`src/rtl/tag_access_pkg.sv`:
```
// Shared types for the cache tag access controller: line states, FSM states, address width helper.
// TAG_ACCESS_CONTROLLER_WRITEBACK_EN selects write-back/write-allocate; otherwise write-through.
package tag_access_pkg;

  typedef logic [1:0] line_state_t;

  localparam line_state_t INVALID = 2'd0;
  localparam line_state_t VALID   = 2'd1;
`ifdef TAG_ACCESS_CONTROLLER_WRITEBACK_EN
  localparam line_state_t DIRTY   = 2'd2;
`endif

  typedef enum logic [2:0] {
    S_IDLE,
    S_LOOKUP,
`ifdef TAG_ACCESS_CONTROLLER_WRITEBACK_EN
    S_WRITEBACK,
`else
    S_WRITETHROUGH,
`endif
    S_FILL,
    S_UPDATE,
    S_RESPOND
  } fsm_state_t;

  function automatic int address_width(input int tag_width, input int index_width,
                                       input int offset_width);
    return tag_width + index_width + offset_width;
  endfunction

endpackage

```
`src/rtl/tag_access_controller_memory_request_port.sv`:
```
// Memory bus request port: holds memRequest/memWrite/memAddress from start until memAck.
// A start in the ack cycle re-arms the request without a gap (writeback -> fill).
module memory_request_port #(
  parameter int ADDRESS_WIDTH = 26
) (
  input  logic                     clock,
  input  logic                     reset,
  input  logic                     start,
  input  logic                     start_write,
  input  logic [ADDRESS_WIDTH-1:0] start_address,
  input  logic                     memAck,
  output logic                     memRequest,
  output logic                     memWrite,
  output logic [ADDRESS_WIDTH-1:0] memAddress,
  output logic                     done
);

  assign done = memRequest & memAck;

  always_ff @(posedge clock or negedge reset) begin
    if (!reset) begin
      memRequest <= 1'b0;
      memWrite   <= 1'b0;
      memAddress <= '0;
    end else if (start) begin
      memRequest <= 1'b1;
      memWrite   <= start_write;
      memAddress <= start_address;
    end else if (done) begin
      memRequest <= 1'b0;
      memWrite   <= 1'b0;
    end
  end

endmodule

```
`src/rtl/tag_access_controller.sv`:
```
// Cache tag access sequencer for one CPU port: lookup, optional victim writeback, fill, tag update.
// TAG_ACCESS_CONTROLLER_WRITEBACK_EN selects write-back/write-allocate; default is write-through.
//
// state          | meaning
// S_IDLE         | waiting for cpuRequest, request captured on accept
// S_LOOKUP       | tag unit compares stored tag at the captured index
// S_WRITEBACK    | dirty victim line written to memory (write-back build)
// S_WRITETHROUGH | write forwarded to memory, no allocate (write-through build)
// S_FILL         | line read from memory
// S_UPDATE       | new tag and line state written
// S_RESPOND      | one-cycle cpuDone
module tag_access_controller
  import tag_access_pkg::*;
#(
  parameter int TAG_WIDTH    = 16,
  parameter int INDEX_WIDTH  = 6,
  parameter int OFFSET_WIDTH = 4,
  localparam int ADDRESS_WIDTH = address_width(TAG_WIDTH, INDEX_WIDTH, OFFSET_WIDTH)
) (
  input  logic                     clock,
  input  logic                     reset,
  input  logic                     cpuRequest,
  input  logic                     cpuWrite,
  input  logic [ADDRESS_WIDTH-1:0] cpuAddress,
  output logic                     cpuDone,
  output logic [INDEX_WIDTH-1:0]   tagIndex,
  output logic [TAG_WIDTH-1:0]     tagTagIn,
  input  logic [TAG_WIDTH-1:0]     tagTagOut,
  input  logic [1:0]               tagStateOut,
  input  logic                     tagHit,
  output logic                     tagWriteTag,
  output logic                     tagWriteState,
  output logic [1:0]               tagStateIn,
  output logic                     memRequest,
  output logic                     memWrite,
  output logic [ADDRESS_WIDTH-1:0] memAddress,
  input  logic                     memAck
);

  localparam logic [ADDRESS_WIDTH-1:0] LINE_MASK =
    {{(TAG_WIDTH + INDEX_WIDTH){1'b1}}, {OFFSET_WIDTH{1'b0}}};

  fsm_state_t               state, state_next;
  logic [ADDRESS_WIDTH-1:0] req_address;
  logic                     req_write;
  logic                     lookup_hit;
  logic                     mem_start, mem_start_write, mem_done;
  logic [ADDRESS_WIDTH-1:0] mem_start_address;

  assign tagIndex = req_address[OFFSET_WIDTH +: INDEX_WIDTH];
  assign tagTagIn = req_address[ADDRESS_WIDTH-1 -: TAG_WIDTH];

  // Qualify tagHit against the stored tag/state so a stale hit cannot skip a fill.
  assign lookup_hit = tagHit && (tagTagOut == tagTagIn) && (tagStateOut != INVALID);

  always_ff @(posedge clock or negedge reset) begin
    if (!reset) begin
      req_address <= '0;
      req_write   <= 1'b0;
    end else if (state == S_IDLE && cpuRequest) begin
      req_address <= cpuAddress;
      req_write   <= cpuWrite;
    end
  end

  always_ff @(posedge clock or negedge reset) begin
    if (!reset) state <= S_IDLE;
    else        state <= state_next;
  end

  always_comb begin
    state_next        = state;
    mem_start         = 1'b0;
    mem_start_write   = 1'b0;
    mem_start_address = req_address & LINE_MASK;
    case (state)
      S_IDLE: if (cpuRequest) state_next = S_LOOKUP;
`ifdef TAG_ACCESS_CONTROLLER_WRITEBACK_EN
      S_LOOKUP: begin
        if (lookup_hit) begin
          state_next = S_RESPOND;
        end else if (tagStateOut == DIRTY) begin
          state_next        = S_WRITEBACK;
          mem_start         = 1'b1;
          mem_start_write   = 1'b1;
          mem_start_address = {tagTagOut, tagIndex, {OFFSET_WIDTH{1'b0}}};
        end else begin
          state_next = S_FILL;
          mem_start  = 1'b1;
        end
      end
      S_WRITEBACK: if (mem_done) begin
        state_next = S_FILL;
        mem_start  = 1'b1;
      end
`else
      S_LOOKUP: begin
        if (req_write) begin
          state_next      = S_WRITETHROUGH;
          mem_start       = 1'b1;
          mem_start_write = 1'b1;
        end else if (lookup_hit) begin
          state_next = S_RESPOND;
        end else begin
          state_next = S_FILL;
          mem_start  = 1'b1;
        end
      end
      S_WRITETHROUGH: if (mem_done) state_next = S_RESPOND;
`endif
      S_FILL:    if (mem_done) state_next = S_UPDATE;
      S_UPDATE:  state_next = S_RESPOND;
      S_RESPOND: state_next = S_IDLE;
      default:   state_next = S_IDLE;
    endcase
  end

  always_comb begin
    cpuDone       = (state == S_RESPOND);
    tagWriteTag   = 1'b0;
    tagWriteState = 1'b0;
    tagStateIn    = INVALID;
    case (state)
`ifdef TAG_ACCESS_CONTROLLER_WRITEBACK_EN
      S_LOOKUP: if (lookup_hit && req_write) begin
        tagWriteState = 1'b1;
        tagStateIn    = DIRTY;
      end
`endif
      S_UPDATE: begin
        tagWriteTag   = 1'b1;
        tagWriteState = 1'b1;
        tagStateIn    = VALID;
`ifdef TAG_ACCESS_CONTROLLER_WRITEBACK_EN
        if (req_write) tagStateIn = DIRTY;
`endif
      end
      default: ;
    endcase
  end

  memory_request_port #(
    .ADDRESS_WIDTH(ADDRESS_WIDTH)
  ) u_memory_request_port (
    .clock        (clock),
    .reset        (reset),
    .start        (mem_start),
    .start_write  (mem_start_write),
    .start_address(mem_start_address),
    .memAck       (memAck),
    .memRequest   (memRequest),
    .memWrite     (memWrite),
    .memAddress   (memAddress),
    .done         (mem_done)
  );

endmodule

```
`config.mk`:
```
export PLATFORM = sky130hd
export DESIGN_NAME = tag_access_controller
export DESIGN_NICKNAME = d
export VERILOG_FILES = /design/src/rtl/tag_access_pkg.sv /design/src/rtl/tag_access_controller_memory_request_port.sv /design/src/rtl/tag_access_controller.sv
export SDC_FILE = /design/constraint.sdc
export NUM_CORES = 1
export LEC_CHECK = 0
export BUFFER_PORTS_ARGS = -buffer_cell sky130_fd_sc_hd__buf_2
export CORE_ASPECT_RATIO = 0.8
export CORE_MARGIN = 1.5
export CORE_UTILIZATION = 42
export CTS_CLUSTER_DIAMETER = 60
export DETAILED_ROUTE_END_ITERATION = 8
export PLACE_DENSITY_LB_ADDON = 0.3
export SETUP_SLACK_MARGIN = 0.2
export SYNTH_ARGS = -nofsm -noshare
export SYNTH_HDL_FRONTEND = slang
export SYNTH_SLANG_ARGS = --single-unit
export TNS_END_PERCENT = 1
```
`constraint.sdc`:
```
create_clock -name clock -period 1.8 [get_ports clock]
set_input_delay 0.36 -clock clock [delete_from_list [all_inputs] [get_ports clock]]
set_output_delay 0.36 -clock clock [all_outputs]
set_load 0.01 [all_outputs]
```
==> results of run 1 <==
[cells in the final DEF, fill, tap and decap left out, types with 2 or more instances in the layout]
master,synthesis,layout
buf_12,1,4
buf_16,0,2
buf_2,0,95
buf_4,7,20
clkbuf_8,0,5
clkinv_2,0,2
conb_1,1,5
dfrtp_1,50,48
dfrtp_2,0,2
inv_1,4,3
mux2_1,3,3
mux2_2,25,20
mux2_4,17,22
nand2_1,4,4
nor2_1,4,4
nor3_1,3,2
nor4_1,2,2
xnor2_1,5,5
xor2_1,11,11
[registers in the layout (all words and copies together), names as in the netlist]
register                          flops
state                                 3
u_memory_request_port.memAddress     22
u_memory_request_port.memWrite        1
u_memory_request_port.memRequest      1
req_write                             1
req_address                          22
[final timing paths]
path / cells past startpoint / to / slack (ps) / from
max in group asynchronous: 2 / state[2]$_DFFE_PN0P_ / 1230 / reset
min reg2reg: 1 / u_memory_request_port.memAddress[11]$_DFFE_PN0P_ / 520 / u_memory_request_port.memAddress[11]$_DFFE_PN0P_
min in group clock: 2 / u_memory_request_port.memRequest$_DFFE_PN0P_ / 260 / memAck
min: 1 / u_memory_request_port.memRequest$_DFFE_PN0P_ / 30 / reset
max: 7 / u_memory_request_port.memAddress[21]$_DFFE_PN0P_ / -260 / req_address[11]$_DFFE_PN0P_
max reg2reg: 7 / u_memory_request_port.memAddress[21]$_DFFE_PN0P_ / -260 / req_address[11]$_DFFE_PN0P_
[kinds of logic (layout without fill, tap and decap cells)]
| family | Yosys count | after routing | synth area share |
|---|---|---|---|
| AO/OA/AOI/OAI | 9 | 9 | 0.0327 |
| XOR/XNOR | 16 | 16 | 0.0621 |
| buffers and inverters | 15 | 134 | 0.0488 |
| flip-flops | 50 | 50 | 0.555 |
| multiplexers | 45 | 45 | 0.253 |
| other | 1 | 5 | 0.00166 |
| AND/OR/NAND/NOR | 19 | 19 | 0.0471 |
[cell type report]
class | count | area share
clock buffers | 5 | 0.0217
multi-input cells | 94 | 0.298
well taps | 62 | 0.0244
flip-flops and latches | 50 | 0.395
inverters | 4 | 0.00473
clock inverters | 3 | 0.0126
repair buffers | 122 | 0.243
[worst max-delay path, delay by kind of cell (launching register included)]
kind	cells	cell delay (ps)
xor gates and xnor gates	1	140
DFF	1	400
and+or+nand+nor	2	630
buffers and inverters	2	280
muxes	1	290
AOI/OAI and AO/OA	1	200
[metal layers]
| layer | GRT usage | share of wire | vias to the layer above |
|---|---|---|---|
| met5 | 0 | 0 | - |
| met4 | 0.0697 | 0.018 | 0 |
| met3 | 0.0536 | 0.077 | 9 |
| met2 | 0.281 | 0.46 | 69 |
| met1 | 0.215 | 0.45 | 771 |
| li1 | - | - | 772 |
[per-stage QoR]
| step | util | worst slack, ps |
|---|---|---|
| finish | 0.623 | -260 |
| global route | 0.623 | -369 |
| CTS | 0.619 | -264 |
| detailed placement | 0.577 | -336 |
| global placement | 0.577 | -323 |
| floorplan | - | -251 |
[power groups by stage]
stage               Combinational (mW)  Clock [mW]  Sequential, mW
finish                            3.15       0.769            2.15
floorplan                         1.43           0            2.40
detailed placement                2.89           0            2.14
CTS                               3.15       0.796            2.14
global placement                  2.83           0            2.13
global route                      3.42       0.823            2.23
[timing repair]
action / 4_1_cts / 5_1_grt
endpoints found under the setup margin: 29 / 38
setup buffers: 3 / 0
pin swaps: 5 / 3
hold endpoints to repair: 0 / 0
resized for setup: 5 / 8
gates cloned: 2 / 0
==> flow_summary.toml, run 1 <==
[clocking]
clock_path_buffers = 2
cts_tree = "yes"
cts_buffers = 5
ctsRootBufferMaster = "clkbuf_8"
cts_hold_buf = 0
path_clk_slew_ps = 90
cts_sinks = 50
clk_latency_ps = 300
cts_max_level = 2

[sta]
rsz0062_at_grt = "true"
clock.fmax_ghz = 0.485
layout_setup_ws_ps = -260
tightestPinTransition_ps = 526
setup_violations = 22
hold_viol = 0
fin_skew_ps = 3.00
min_period_ps = 2060
final.period_utilization = 1.14
whs_ps = 26.3
tns_ps = -5120
relSlewSlack = 0.649
slew_violations = 0

[flow_run]
max-cap-violations = 0

[final_layout]
seq_area_um2 = 1250
areaGrowthSynthToFinish_pct = 40.7
fin_area_um2 = 3170
nets = 327
layout.cells.non_filler = 340
diodes = 0
multi_input_area_um2 = 947
fill_cells = 421
drive_above_1_share = 0.647

[die]
die_h_um = 68.6
num_rows = 23
die_w_um = 84.9
ios = 105
start_util = 0.443
die_area_um2 = 5820
core_area_um2 = 5090

[global_routing]
grt_max_degree = 30
antenna_found_initial = 0
grt_pass1_vias = 1562
grt_overflow = 0
grt_first_pass_wirelength_mm = 7.55
grt.total_usage = 0.171

[synthesis]
async_reset_ff_frac = 1.00
yosys-top-cells-count = "dfrtp_1 (50), mux2_2 (25), mux2_4 (17), xor2_1 (11), buf_4 (7)"
avgSynthCellArea_um2 = 14.6
ys_types = 30
netlist_top_cells_area = "dfrtp_1 (55%), mux2_2 (12%), mux2_4 (11%)"
synth_edf_count = 0
netlist_area_um2 = 2260
synth_seq_area_share = 0.555
post-synth-top-count-cell = "dfrtp_1"
syn_inst = 155
yosysTopAreaCell = "dfrtp_1"
yosys_most_used_dff = "dfrtp_1"
synthDominantCellAreaShare = 0.555
synth_warnings = 0
ys_ff_latch = 50

[setup_path]
end_kind = "flip-flop"
path_max_fanout = 4
path_cells = "xnor2_1, nand2_1, or4_4, o21ai_4, buf_4, buf_16, mux2_4"
setup.worst_path.class = "flip-flop to flip-flop"
cp.required_ps = 1990
critPathSlowestCell = "or4_4"
startpoint_type = "flip-flop"
worstPathArrival_ps = 2250
slowest_delay_ps = 560

[drt]
routed_wirelength_mm = 4.86
drcViolationCount = 7
vias_per_cell = 4.77
drtAntennaViolNets = 0
drt_iter0_drc = 48
firstDrtPassIters = 7
via_count = 1621
wl_per_cell_um = 14.3

[power]
p_per_area_nw_per_um2 = 1910
p_comb_frac = 0.519
clock_power_share = 0.127
p_leak_nw = 1.65
p_sw_mw = 2.04
total_power_mw = 6.07
pwr-share-seq = 0.354
intPower_mw = 4.02
swShare = 0.337
vdd_ir_drop_max_uv = 983

[min_path]
hp-class = "input pin to asynchronous set/reset pin"

[placement]
place.gp.congestion = 0.814
placed_area_um2 = 2940
place_hpwl_mm = 3.57
io_buffers = 95
placedCellCount = 327

[outcome]
outcome = "finished with violations"
violations = "design-rule violations, negative setup slack"
Note: power is estimated with default switching activity, not from simulation.
==> inputs of run 2 (changes only) <==
--- a/config.mk
+++ b/config.mk
@@ -8,12 +8,13 @@
 export BUFFER_PORTS_ARGS = -buffer_cell sky130_fd_sc_hd__buf_2
 export CORE_ASPECT_RATIO = 0.8
 export CORE_MARGIN = 1.5
-export CORE_UTILIZATION = 42
+export CORE_UTILIZATION = 45
 export CTS_CLUSTER_DIAMETER = 60
 export DETAILED_ROUTE_END_ITERATION = 8
 export PLACE_DENSITY_LB_ADDON = 0.3
 export SETUP_SLACK_MARGIN = 0.2
 export SYNTH_ARGS = -nofsm -noshare
 export SYNTH_HDL_FRONTEND = slang
+export SYNTH_HIERARCHICAL = 1
 export SYNTH_SLANG_ARGS = --single-unit
 export TNS_END_PERCENT = 1
==> constraint.sdc (replaced) <==
create_clock -name clock -period 2 [get_ports clock]
set_input_delay 0.4 -clock clock [delete_from_list [all_inputs] [get_ports clock]]
set_output_delay 0.4 -clock clock [all_outputs]
set_load 0.01 [all_outputs]
==> run 2 against run 1 <==
Effect of this change: the run ends with design-rule violations left; sequential cell count is 4 higher; register-to-register slack better by 450 ps; critical path depth is 1 lower; synthesized area is 7.2% higher; sequential power is 49% lower; critical path type unchanged; critical endpoint is now u_memory_request_port/memAddress[20]$_DFFE_PN0P_.
==> flow_summary.toml, run 2 <==
[power]
p_per_area_nw_per_um2 = 577
vdd_ir_drop_max_uv = 345
p_leak_nw = 1.74

[sta]
tns_ps = 0
final.period_utilization = 0.905
setup_violations = 0
layout_setup_ws_ps = 190
min_period_ps = 1810
fin_skew_ps = 5.47
hold_viol = 0
clock.fmax_ghz = 0.553
rsz0062_at_grt = "true"
slew_violations = 0

[setup_path]
path_buf_inv = 1
cp.required_ps = 2190
reg2reg_depth = 6
slowest_delay_ps = 440
startpoint = "req_address[14]$_DFFE_PN0P_"
worstPathArrival_ps = 2000
critPathSlowestCell = "dfrtp_1"
end_kind = "flip-flop"
startpoint_type = "flip-flop"
path_max_fanout = 18
timing.rr.end = "u_memory_request_port/memAddress[20]$_DFFE_PN0P_"
path_depth = 6
path_cells = "xnor2_1, nand4_1, nor3_2, a21boi_4, buf_12, mux2_4"
r2r-start = "req_address[14]$_DFFE_PN0P_"
cp-endpoint = "u_memory_request_port/memAddress[20]$_DFFE_PN0P_"
setup.worst_path.class = "flip-flop to flip-flop"
critPathTopFamily = "simple AND/OR/NAND/NOR gates"
rrSetupSlack_ps = 190

[drt]
drtAntennaViolNets = 0
wl_per_cell_um = 14.6
drt_iter0_drc = 65
routed_wirelength_mm = 4.87
via_count = 1606
firstDrtPassIters = 8
drcViolationCount = 5
vias_per_cell = 4.82

[outcome]
violations = "design-rule violations"
outcome = "finished with violations"

[die]
die_h_um = 68.6
ios = 105
start_util = 0.475
num_rows = 23
core_area_um2 = 5090
die_w_um = 85.0
die_area_um2 = 5830

[global_routing]
grt_overflow = 0
grt.total_usage = 0.182
use_met2 = 0.284
grt_pass1_vias = 1605
antenna_found_initial = 0
grtUsageMet3 = 0.0440
grt_max_degree = 55
grt-busiest-layer = "met2"
grt_first_pass_wirelength_mm = 7.97
use_met1 = 0.251

[final_layout]
most-common-layout-cells = "buf_2 (99), dfrtp_1 (54), mux2_4 (26), mux2_2 (22), xnor2_1 (14)"
layout_commonest_cell = "buf_2"
largest_registers = "u_memory_request_port/memAddress: 26 flops, req_address: 22 flops, state: 3 flops"
fill_cells = 431
nets = 320
largest_reg_flops = 26
regMostFlops = "u_memory_request_port/memAddress"
drive_above_1_share = 0.616
diodes = 0
areaGrowthSynthToFinish_pct = 29.0
fin_area_um2 = 3120
post-route-util = 0.613

[synthesis]
async_reset_ff_frac = 1.00
netlist_area_um2 = 2420
synth_warnings = 6
netlist_top_cells_area = "dfrtp_1 (56%), mux2_4 (16%), mux2_2 (10%)"
yosysTopAreaCell = "dfrtp_1"
post-synth-top-count-cell = "dfrtp_1"
synth_seq_area_share = 0.559
synthDominantCellAreaShare = 0.559
yosys_most_used_dff = "dfrtp_1"
ys_ff_latch = 54
ys_types = 29
yosys-top-cells-count = "dfrtp_1 (54), mux2_4 (26), mux2_2 (22), xnor2_1 (14)"
syn_inst = 163
synth_edf_count = 0
avgSynthCellArea_um2 = 14.8

[clocking]
cts_buffers = 5
cts_tree = "yes"
cts_max_level = 2
ctsRootBufferMaster = "clkbuf_8"
cts_hold_buf = 0
clock_path_buffers = 2
path_clk_slew_ps = 90
clk_latency_ps = 300
cts_sinks = 54

[min_path]
hp-class = "input pin to asynchronous set/reset pin"

[placement]
place_hpwl_mm = 3.66
place.gp.congestion = 0.717
io_buffers = 99
placed_area_um2 = 3020
dp_slack_ps = 142

[flow_run]
max-cap-violations = 0
==> run 2: cell count changes after synthesis, sizes merged, moves of 3 or more <==
cell   change
xnor2      +9
mux2       +3
xor2       -8
dfrtp      +4
==> run 2: layout make-up <==
type,instances,area [um^2],share of cell area
flip-flops and latches,54,1350,0.433
multi-input cells,101,1010,0.324
repair buffers,105,578,0.185
clock buffers,7,86.3,0.0277
well taps,62,77.6,0.0249
inverters,3,11.3,0.00361
clock inverters,1,5.00,0.00160
==> run 2: worst min-delay path by stage <==
stage / startpoint / to
2_1_floorplan: reset / req_address[10]$_DFFE_PN0P_
3_3_place_gp: reset / u_memory_request_port/memAddress[0]$_DFFE_PN0P_
3_5_place_dp: reset / req_address[19]$_DFFE_PN0P_
4_1_cts: reset / req_address[19]$_DFFE_PN0P_
5_1_grt: reset / u_memory_request_port/memAddress[0]$_DFFE_PN0P_
6_report: reset / req_address[19]$_DFFE_PN0P_
==> run 2: cell families after synthesis <==
logic type,count (synthesis),share of synthesized area
buffers and inverters,12,0.0409
muxes,48,0.264
and+or+nand+nor,19,0.0404
DFF,54,0.559
xor gates and xnor gates,17,0.0616
other,1,0.00155
AOI/OAI and AO/OA,12,0.0331
==> run 2: metal layers <==
metal,vias to the layer above,wire length [um]
met4,0,68
met5,-,0
li1,765,-
met2,49,2270
met1,785,2290
met3,7,249
==> run 2: power breakdown <==
part	switching, mW	internal [mW]	total (mW)
Sequential	0	1.09	1.09
Combinational	0.0440	0.0468	0.0908
Clock	0.338	0.280	0.618
==> run 2: what timing repair did <==
item,4_1_cts,5_1_grt
setup endpoints to repair,5,30
gates resized for setup,1,0
setup buffers,0,0
==> run 2: per-stage QoR <==
| stage | cells | hold WS [ps] | total power, mW |
|---|---|---|---|
| floorplan | 167 | 104 | 1.13 |
| detailed placement | 325 | 411 | 1.21 |
| global placement | 325 | 414 | 1.20 |
| global route | 333 | 87.4 | 1.87 |
| CTS | 333 | 79.3 | 1.82 |
| finish | 333 | 70.5 | 1.80 |
==> inputs of run 3 (changes only) <==
--- a/config.mk
+++ b/config.mk
@@ -8,7 +8,7 @@
 export BUFFER_PORTS_ARGS = -buffer_cell sky130_fd_sc_hd__buf_2
 export CORE_ASPECT_RATIO = 0.8
 export CORE_MARGIN = 1.5
-export CORE_UTILIZATION = 45
+export CORE_UTILIZATION = 30
 export CTS_CLUSTER_DIAMETER = 60
 export DETAILED_ROUTE_END_ITERATION = 8
 export PLACE_DENSITY_LB_ADDON = 0.3
==> constraint.sdc (replaced) <==
create_clock -name clock -period 2 [get_ports clock]
set_input_delay 0 -clock clock [delete_from_list [all_inputs] [get_ports clock]]
set_output_delay 0 -clock clock [all_outputs]
set_load 0.01 [all_outputs]
==> run 3 against run 2 <==
Effect of this change: combinational power up 51%; non-clock buffer count up 30; design area up 13%; global-route usage down 4.3 points; wire length up 18%; largest power group unchanged; first-iteration DRC count down 55%; sequential share of layout area down 4.7 points; the flow now finishes without violations; die area up 48%.
==> flow_summary.toml, run 3 (same netlist as run 2, synthesis figures left out) <==
[power]
p_leak_nw = 1.90
total_power_mw = 1.86
vdd_ir_drop_max_uv = 266
p_per_area_nw_per_um2 = 529

[sta]
setup_violations = 0
hold_viol = 0
clock.fmax_ghz = 0.568
min_period_ps = 1760
final.period_utilization = 0.881
layout_setup_ws_ps = 238
tightestPinTransition_ps = 709
fin_skew_ps = 13.4
slew_violations = 0
rsz0062_at_grt = "true"
relSlewSlack = 0.528
tns_ps = 0

[die]
start_util = 0.307
ios = 105
die_area_um2 = 8610
core_area_um2 = 7870
num_rows = 29
die_w_um = 103
die_h_um = 83.3

[drt]
wl_per_cell_um = 14.0
vias_per_cell = 4.23
via_count = 1734
drt_iter0_drc = 29
firstDrtPassIters = 4
drtAntennaViolNets = 0
drcViolationCount = 0
routed_wirelength_mm = 5.73

[global_routing]
antenna_found_initial = 1
grt_pass1_vias = 1805
grt.total_usage = 0.139
grt_overflow = 0
grt_max_degree = 32
grt_first_pass_wirelength_mm = 9.05

[setup_path]
cp.required_ps = 2190
end_kind = "flip-flop"
worstPathArrival_ps = 1950
path_max_fanout = 15
setup.worst_path.class = "flip-flop to flip-flop"
startpoint_type = "flip-flop"

[clocking]
cts_max_level = 2
cts_buffers = 5
path_clk_slew_ps = 100
clock_path_buffers = 2
cts_sinks = 54
cts_tree = "yes"
ctsRootBufferMaster = "clkbuf_8"
clk_latency_ps = 310

[placement]
place.gp.congestion = 0.802
io_buffers = 99
place_hpwl_mm = 4.19
dp_slack_ps = 125

[final_layout]
layout_commonest_cell = "buf_2"
regMostFlops = "u_memory_request_port/memAddress"
largest_registers = "u_memory_request_port/memAddress: 26 flops, req_address: 22 flops, state: 3 flops"
areaGrowthSynthToFinish_pct = 45.2
nets = 350
post-route-util = 0.446
most-common-layout-cells = "buf_2 (99), dfrtp_1 (52), mux2_4 (26), dlygate4sd3_1 (26), mux2_2 (22)"
fill_cells = 753
largest_reg_flops = 26
drive_above_1_share = 0.595

[outcome]
outcome = "finished clean"

[flow_run]
max-cap-violations = 0

[min_path]
hp-class = "input pin to flip-flop"
run 3: where the power goes:
group	internal [mW]	total (mW)	switching, mW
clock network	0.254	0.631	0.377
registers	1.09	1.09	0
logic	0.0807	0.137	0.0563
total	1.43	1.86	0.433
run 3: final timing paths:
kind | from | to | slack (ps) | depth (start not counted)
max | req_address[24]$_DFFE_PN0P_ | u_memory_request_port/memAddress[5]$_DFFE_PN0P_ | 240 | 7
min | tagHit | state[1]$_DFFE_PN0P_ | 210 | 5
max reg2reg | req_address[24]$_DFFE_PN0P_ | u_memory_request_port/memAddress[5]$_DFFE_PN0P_ | 240 | 7
min reg2reg | u_memory_request_port/memRequest$_DFFE_PN0P_ | u_memory_request_port/memRequest$_DFFE_PN0P_ | 510 | 1
max in group asynchronous | reset | u_memory_request_port/memAddress[13]$_DFFE_PN0P_ | 1060 | 3
min in group asynchronous | reset | u_memory_request_port/memAddress[16]$_DFFE_PN0P_ | 280 | 2
run 3: per-stage QoR:
stage / cells / hold slack, ps / instance area [um^2]
floorplan: 167 / -296 / 2440
global placement: 371 / 99.9 / 3070
detailed placement: 371 / 94.4 / 3070
CTS: 406 / 202 / 3440
global route: 410 / 226 / 3510
finish: 410 / 208 / 3510
run 3: worst max-delay path, cell delays in order (launching register included):
cell,delay (ps)
dfrtp_2,460
xnor2_2,150
o2111ai_1,100
nor4_2,60
buf_4,150
a21boi_4,190
buf_12,190
mux2_2,350
run 3: area by class of cell:
cell class                 instances  area [um^2]  share of cell area
antenna                            1         2.50            0.000713
clock buffer                       5         68.8              0.0196
clock inverter                     3         25.0             0.00713
inverter                           3         11.3             0.00321
multi-input combinational        101         1050               0.298
sequential                        54         1350               0.386
tap                              108          135              0.0385
timing repair buffer             135          868               0.247
run 3: what timing repair did:
action / 4_1_cts / 5_1_grt
pin swaps: 1 / 3
cloned: 0 / 0
hold buffers: 26 / 0
gates resized for setup: 2 / 9
hold endpoints to repair: 54 / 0
setup endpoints to repair: 23 / 27
setup buffers: 1 / 3
run 3: layer usage:
| metal | vias to the layer above | routed length (um) | global-route usage |
|---|---|---|---|
| li1 | 832 | - | - |
| met1 | 842 | 2550 | 0.183 |
| met2 | 58 | 2770 | 0.223 |
| met3 | 2 | 393 | 0.0488 |
| met4 | 0 | 15 | 0.0258 |
| met5 | - | 0 | 0 |
